==> src/rtl/osc_measure_sequencer.sv <==
// -----------------------------------------------------------------------------
// osc_measure_sequencer
//
// Time-shares one saturating edge counter between two ring-oscillator outputs.
// For each oscillator in turn (A, then B) the block enables it, waits a settle
// interval, then counts its rising edges over a fixed gate window. The A count
// is parked in a holding register while B is measured. Both counts are then
// published together with a one-cycle valid pulse.
//
// Optional feature: define OSC_DIFF_EN to add the signed `diff` output
// (cnt_a - cnt_b, CNT_W+1 bits, registered alongside cnt_a/cnt_b).
//
// Ports:
//   clk, rst      sole clock; synchronous active-high reset
//   start         begin one A/B pair (sampled only in IDLE)
//   cont          continuous mode: restart after each pair
//   osc_a, osc_b  divided oscillator outputs (asynchronous to clk)
//   osc_en[1:0]   oscillator enables, bit0 = A, bit1 = B
//   sel           channel routed to the counter, 0 = A, 1 = B
//   busy          high in every state except IDLE
//   cnt_a, cnt_b  last completed counts
//   valid         one-cycle pulse when cnt_a/cnt_b update
//   diff          signed cnt_a - cnt_b (OSC_DIFF_EN only)
//   ovf           sticky counter-saturation flag, cleared only by rst
//
// Handshake: there is no back-pressure. `start` is a request seen only in
// IDLE; `valid` is a pure one-cycle strobe and the counts hold until the
// next strobe.
// -----------------------------------------------------------------------------
module osc_measure_sequencer #(
    parameter int CNT_W         = 16,
    parameter int GATE_CYCLES   = 1000,
    parameter int SETTLE_CYCLES = 4
) (
    input  logic             clk,
    input  logic             rst,
    input  logic             start,
    input  logic             cont,
    input  logic             osc_a,
    input  logic             osc_b,
    output logic [1:0]       osc_en,
    output logic             sel,
    output logic             busy,
    output logic [CNT_W-1:0] cnt_a,
    output logic [CNT_W-1:0] cnt_b,
    output logic             valid,
`ifdef OSC_DIFF_EN
    output logic signed [CNT_W:0] diff,
`endif
    output logic             ovf
);

    typedef enum logic [2:0] {
        IDLE     = 3'd0,
        SETTLE_A = 3'd1,
        GATE_A   = 3'd2,
        SETTLE_B = 3'd3,
        GATE_B   = 3'd4,
        DONE     = 3'd5
    } state_t;

    localparam int TMAX = (GATE_CYCLES > SETTLE_CYCLES) ? GATE_CYCLES : SETTLE_CYCLES;
    localparam int TW   = $clog2(TMAX + 1);

    state_t           state;
    state_t           state_nxt;
    logic [TW-1:0]    timer;
    logic [1:0]       sync_a;
    logic [1:0]       sync_b;
    logic             prev_a;
    logic             prev_b;
    logic             rise_a;
    logic             rise_b;
    logic             edge_sel;
    logic             gating;
    logic             sat;
    logic             settle_done;
    logic             gate_done;
    logic [CNT_W-1:0] cnt;
    logic [CNT_W-1:0] cnt_upd;
    logic [CNT_W-1:0] hold_a;

    // Rising edge: synchronized value is 1 and the value one cycle older was 0.
    assign rise_a = sync_a[1] & ~prev_a;
    assign rise_b = sync_b[1] & ~prev_b;

    // sel is registered from the next state, so it already matches the
    // channel of the current gate state.
    assign edge_sel    = sel ? rise_b : rise_a;
    assign gating      = (state == GATE_A) || (state == GATE_B);
    assign sat         = &cnt;
    assign settle_done = (timer == TW'(SETTLE_CYCLES - 1));
    assign gate_done   = (timer == TW'(GATE_CYCLES - 1));

    // Saturating increment; includes an edge detected in the current cycle so
    // the last gate cycle is counted when the A result is latched.
    assign cnt_upd = (gating && edge_sel && !sat) ? cnt + CNT_W'(1) : cnt;

    always_comb begin
        state_nxt = state;
        case (state)
            IDLE:     if (start) state_nxt = SETTLE_A;
            SETTLE_A: if (settle_done) state_nxt = GATE_A;
            GATE_A:   if (gate_done) state_nxt = SETTLE_B;
            SETTLE_B: if (settle_done) state_nxt = GATE_B;
            GATE_B:   if (gate_done) state_nxt = DONE;
            DONE:     state_nxt = cont ? SETTLE_A : IDLE;
            default:  state_nxt = IDLE;
        endcase
    end

    always_ff @(posedge clk) begin
        if (rst) begin
            state  <= IDLE;
            timer  <= '0;
            sync_a <= '0;
            sync_b <= '0;
            prev_a <= 1'b0;
            prev_b <= 1'b0;
            cnt    <= '0;
            hold_a <= '0;
            osc_en <= 2'b00;
            sel    <= 1'b0;
            busy   <= 1'b0;
            cnt_a  <= '0;
            cnt_b  <= '0;
            valid  <= 1'b0;
            ovf    <= 1'b0;
`ifdef OSC_DIFF_EN
            diff   <= '0;
`endif
        end else begin
            state <= state_nxt;

            // Timer restarts on every state change and idles at zero.
            if ((state_nxt != state) || (state == IDLE)) timer <= '0;
            else                                        timer <= timer + TW'(1);

            sync_a <= {sync_a[0], osc_a};
            sync_b <= {sync_b[0], osc_b};
            prev_a <= sync_a[1];
            prev_b <= sync_b[1];

            // Outputs are decoded from the next state so they are registered
            // yet line up with the state they describe.
            case (state_nxt)
                SETTLE_A, GATE_A: osc_en <= 2'b01;
                SETTLE_B, GATE_B: osc_en <= 2'b10;
                default:          osc_en <= 2'b00;
            endcase
            sel  <= (state_nxt == SETTLE_B) || (state_nxt == GATE_B);
            busy <= (state_nxt != IDLE);

            if ((state == SETTLE_A) || (state == SETTLE_B)) cnt <= '0;
            else                                            cnt <= cnt_upd;

            if (gating && edge_sel && sat) ovf <= 1'b1;

            if ((state == GATE_A) && gate_done) hold_a <= cnt_upd;

            valid <= (state == DONE);
            if (state == DONE) begin
                cnt_a <= hold_a;
                cnt_b <= cnt;
`ifdef OSC_DIFF_EN
                diff  <= $signed({1'b0, hold_a}) - $signed({1'b0, cnt});
`endif
            end
        end
    end

endmodule

==> config.mk <==
export PLATFORM = sky130hd
export DESIGN_NAME = osc_measure_sequencer
export DESIGN_NICKNAME = d
export VERILOG_FILES = /design/src/rtl/osc_measure_sequencer.sv
export SDC_FILE = /design/constraint.sdc
export NUM_CORES = 1
export LEC_CHECK = 0
export ABC_AREA = 0
export BUFFER_PORTS_ARGS = -buffer_cell sky130_fd_sc_hd__buf_2
export CAP_MARGIN = 15
export CORE_ASPECT_RATIO = 1.4
export CORE_UTILIZATION = 56
export CTS_CLUSTER_DIAMETER = 50
export DETAILED_ROUTE_END_ITERATION = 10
export PLACE_DENSITY = 0.78
export SYNTH_ARGS = -nofsm -noshare
export SYNTH_HDL_FRONTEND = slang
export SYNTH_SLANG_ARGS = --single-unit
==> constraint.sdc <==
create_clock -name clk -period 2.4 [get_ports clk]
set_clock_uncertainty 0.1 [all_clocks]
set_input_delay 0.12 -clock clk [delete_from_list [all_inputs] [get_ports clk]]
set_output_delay 0.12 -clock clk [all_outputs]
set_load 0.1 [all_outputs]
==> flow_metrics.env <==
export IMPL_outcome="finished, final reports clean"
export IMPL_first_pass_iters=4
export IMPL_cp_end_kind="flop"
export IMPL_synth_simple_area_share_pct=23.3
export IMPL_final_period_utilization_pct=90.0
export IMPL_drt_iter0_markers=168
export IMPL_overflow=0
export IMPL_crit_slowest_cell="dfxtp_1"
export IMPL_synthMuxAreaShare_pct=0.623
export IMPL_numCtsBuffers=9
export IMPL_placed_cell_area_um2=3670
export IMPL_clock_latency_ns=0.36
export IMPL_antenna_found_initial=0
export IMPL_cts_num_sinks=88
export IMPL_hold_depth=3
export IMPL_required_ns=2.53
export IMPL_hpwlAfterDp_um=4500
export IMPL_slew_violations=0
export IMPL_utilization_pct=66.3
export IMPL_synthAdderAreaFrac_pct=0.733
export IMPL_htreeDepth=3
export IMPL_synth_avg_cell_area_um2=8.78
export IMPL_postLayoutSetupSlackWorst_ns=0.240
export IMPL_reg2reg_slack_ns=0.24
export IMPL_pre_cts_ws_ns=0.228
export IMPL_fin_tns_setup_ns=0
export IMPL_synth_compound_area_share_pct=14.1
export IMPL_ys_warn_count=0
export IMPL_r2r_start="state[1]"
export IMPL_p_per_area_nw_per_um2=657
export IMPL_synth_largest_area_cell="dfxtp_1"
export IMPL_synth_xor_area_share_pct=5.90
export IMPL_synth_area_leaders="dfxtp_1 (52%), nand2_1 (8.6%), nor2_1 (6.0%)"
export IMPL_hold_ws_ns=0.0292
export IMPL_synth_edf_count=0
export IMPL_layout_cells_non_filler=505
export IMPL_grt_start_max_net_pins=34
export IMPL_first_global_vias=2445
export IMPL_ff2ff_path_depth=6
export IMPL_syn_nets=397
export IMPL_antenna_cells=0
export IMPL_crit_path_start_kind="flop"
export IMPL_drc=0
export IMPL_wirelength_um=6370
export IMPL_syn_to_final_growth_pct=13.8
export IMPL_min_period_ns=2.16
export IMPL_final_area_um2=3880
export IMPL_ys_async_sr_fraction_pct=0
export IMPL_multi_input_area_um2=1540
export IMPL_portBuffers=43
export IMPL_rows=33
export IMPL_final_layout_size_suffix_gt1_share_pct=18.9
export IMPL_pin_count=44
export IMPL_drt_wirelength_per_cell_um=12.6
export IMPL_setup_viol=0
export IMPL_hp_start="cont"
export IMPL_wl_met1_um=2690
export IMPL_path_clk_slew_ns=0.08
export IMPL_hold_violations=0
export IMPL_die_h_um=94.4
export IMPL_die_x_um=68.0
export IMPL_slew_headroom_pct=62.9
export IMPL_grt_pass1_wl_um=10600
export IMPL_post_drt_via_cell_ratio=5.34
export IMPL_syn_inst=389
export IMPL_hold_path_class="in -> reg"
export IMPL_total_power_mw=2.55
export IMPL_synth_top_area_share_pct=51.6
export IMPL_regArea_um2=1760
export IMPL_min_to="busy"
export IMPL_yosys_top_cells_count="dfxtp_1 (88), nand2_1 (78), nor2_1 (55), a21oi_1 (39), clkbuf_1 (14)"
export IMPL_maxCapViolCount=0
export IMPL_synth_top_family_by_area="simple AND/OR/NAND/NOR gates"
export IMPL_r2r_end="hold_a[11]"
export IMPL_leakage_nw=1.43
export IMPL_track_usage_pct=22.1
export IMPL_antenna_left=0
export IMPL_fp_dieArea_um2=6420
export IMPL_clock_path_buffers=2
export IMPL_dr_wl_met2_um=3280
export IMPL_crit_type="reg -> reg"
export IMPL_synth_cell_type_count=41
export IMPL_critPathMaxFanout=10
export IMPL_synth_most_common_cell="dfxtp_1"
export IMPL_fill_cells=475
export IMPL_gp_congestion=0.833
export IMPL_arrival_ns=2.29
export IMPL_crit_buf_inv=0
export IMPL_top_layer="met4"
export IMPL_synth_seq_area_share_pct=51.6
export IMPL_vias=2699
export IMPL_cts_root_buf="clkbuf_8"
export IMPL_rsz0062_at_grt="no"
export IMPL_synth_seq_cells=88
export IMPL_synth_flop_cell="dfxtp_1"
export IMPL_route_met3_wl_um=239
export IMPL_final_net_count=439
export IMPL_cts_tree="yes"
export IMPL_critPathTopFamily="compound AO/OA/AOI/OAI gates"
export IMPL_fmax_mhz=463
export IMPL_syn_area_um2=3410
export IMPL_worst_slew_pin_slew_ns=0.556
export IMPL_ir_drop_mv=0.552
export IMPL_placed_cells=488
export IMPL_core_um2=5860
export IMPL_path_cells="and2b_2, o221ai_4, a2111oi_4, nand4_1, xor2_1, a211oi_2"
export IMPL_critPathMaxStageDelay_ns=0.52
export IMPL_start_util_pct=58.2
## worst max-delay path by stage
stage	from	end	slack [ns]	cells past startpoint
after floorplan	osc_en[1]	hold_a[15]	0.19	6
after global placement	state[1]	hold_a[11]	0.28	6
after detailed placement	timer[0]	hold_a[3]	0.23	7
after CTS	timer[0]	hold_a[3]	0.22	7
after global routing	cnt[0]	hold_a[14]	0.1	5
final	state[1]	hold_a[11]	0.24	6
## cells by family after synthesis
group,Yosys count
AND/OR/NAND/NOR,179
flip-flops,88
AO/OA/AOI/OAI,69
buffers and inverters,26
XOR/XNOR,23
multiplexers,2
adder cells (fa/ha/maj),2
## final cells by class
class / count / area share [%]
multi-input cells: 275 / 39.7
well taps: 70 / 2.25
clock inverters: 4 / 1.16
repair buffers: 52 / 7.41
flip-flops and latches: 88 / 45.4
inverters: 5 / 0.483
clock buffers: 11 / 3.64
## where the power goes
part	internal, mW	switching [mW]	leakage, nW
logic	0.0255	0.0741	0.625
registers	1.47	0.00426	0.711
clock network	0.499	0.480	0.0989
## cells in the final DEF (no fill, tap or decap), types with 3 or more instances in the layout
master    count
nand4_1       9
inv_1         5
nor2b_1       6
buf_2        43
clkbuf_8     10
a211oi_2      4
nand2_1      78
clkinv_2      3
and3_1        4
o21ai_0       3
nor2_1       55
xor2_1       13
xnor2_1      10
dfxtp_1      87
nor4_1        4
buf_4         7
nand3_1       8
a211oi_1     12
a21oi_1      39
## what timing repair did
item / 4_1_cts / 5_1_grt
endpoints found under the hold margin: 2 / 0
gates resized for setup: 0 / 1
hold buffers: 2 / 0
setup buffers: 0 / 0
endpoints found under the setup margin: 0 / 1
## flip-flops by register name, indices dropped and copies added (netlist names)
register	count
sync_b	2
prev_b	1
valid	1
sync_a	2
state	3
cnt_a	16
ovf	1
prev_a	1
busy	1
hold_a	16
osc_en	2
cnt_b	16
cnt	16
timer	10
## worst min-delay path, stage by stage
cell	delay (ns)
buf_2	0.11
o21bai_1	0.13
a211oi_1	0.07
## layer usage
metal / global-route usage, % / vias up
met3: 4.71 / 14
met4: 14.1 / 0
met1: 25.2 / 1243
met5: 0 / -
li1: - / 1391
met2: 36.4 / 51
Power figures use the tool's default switching activity.
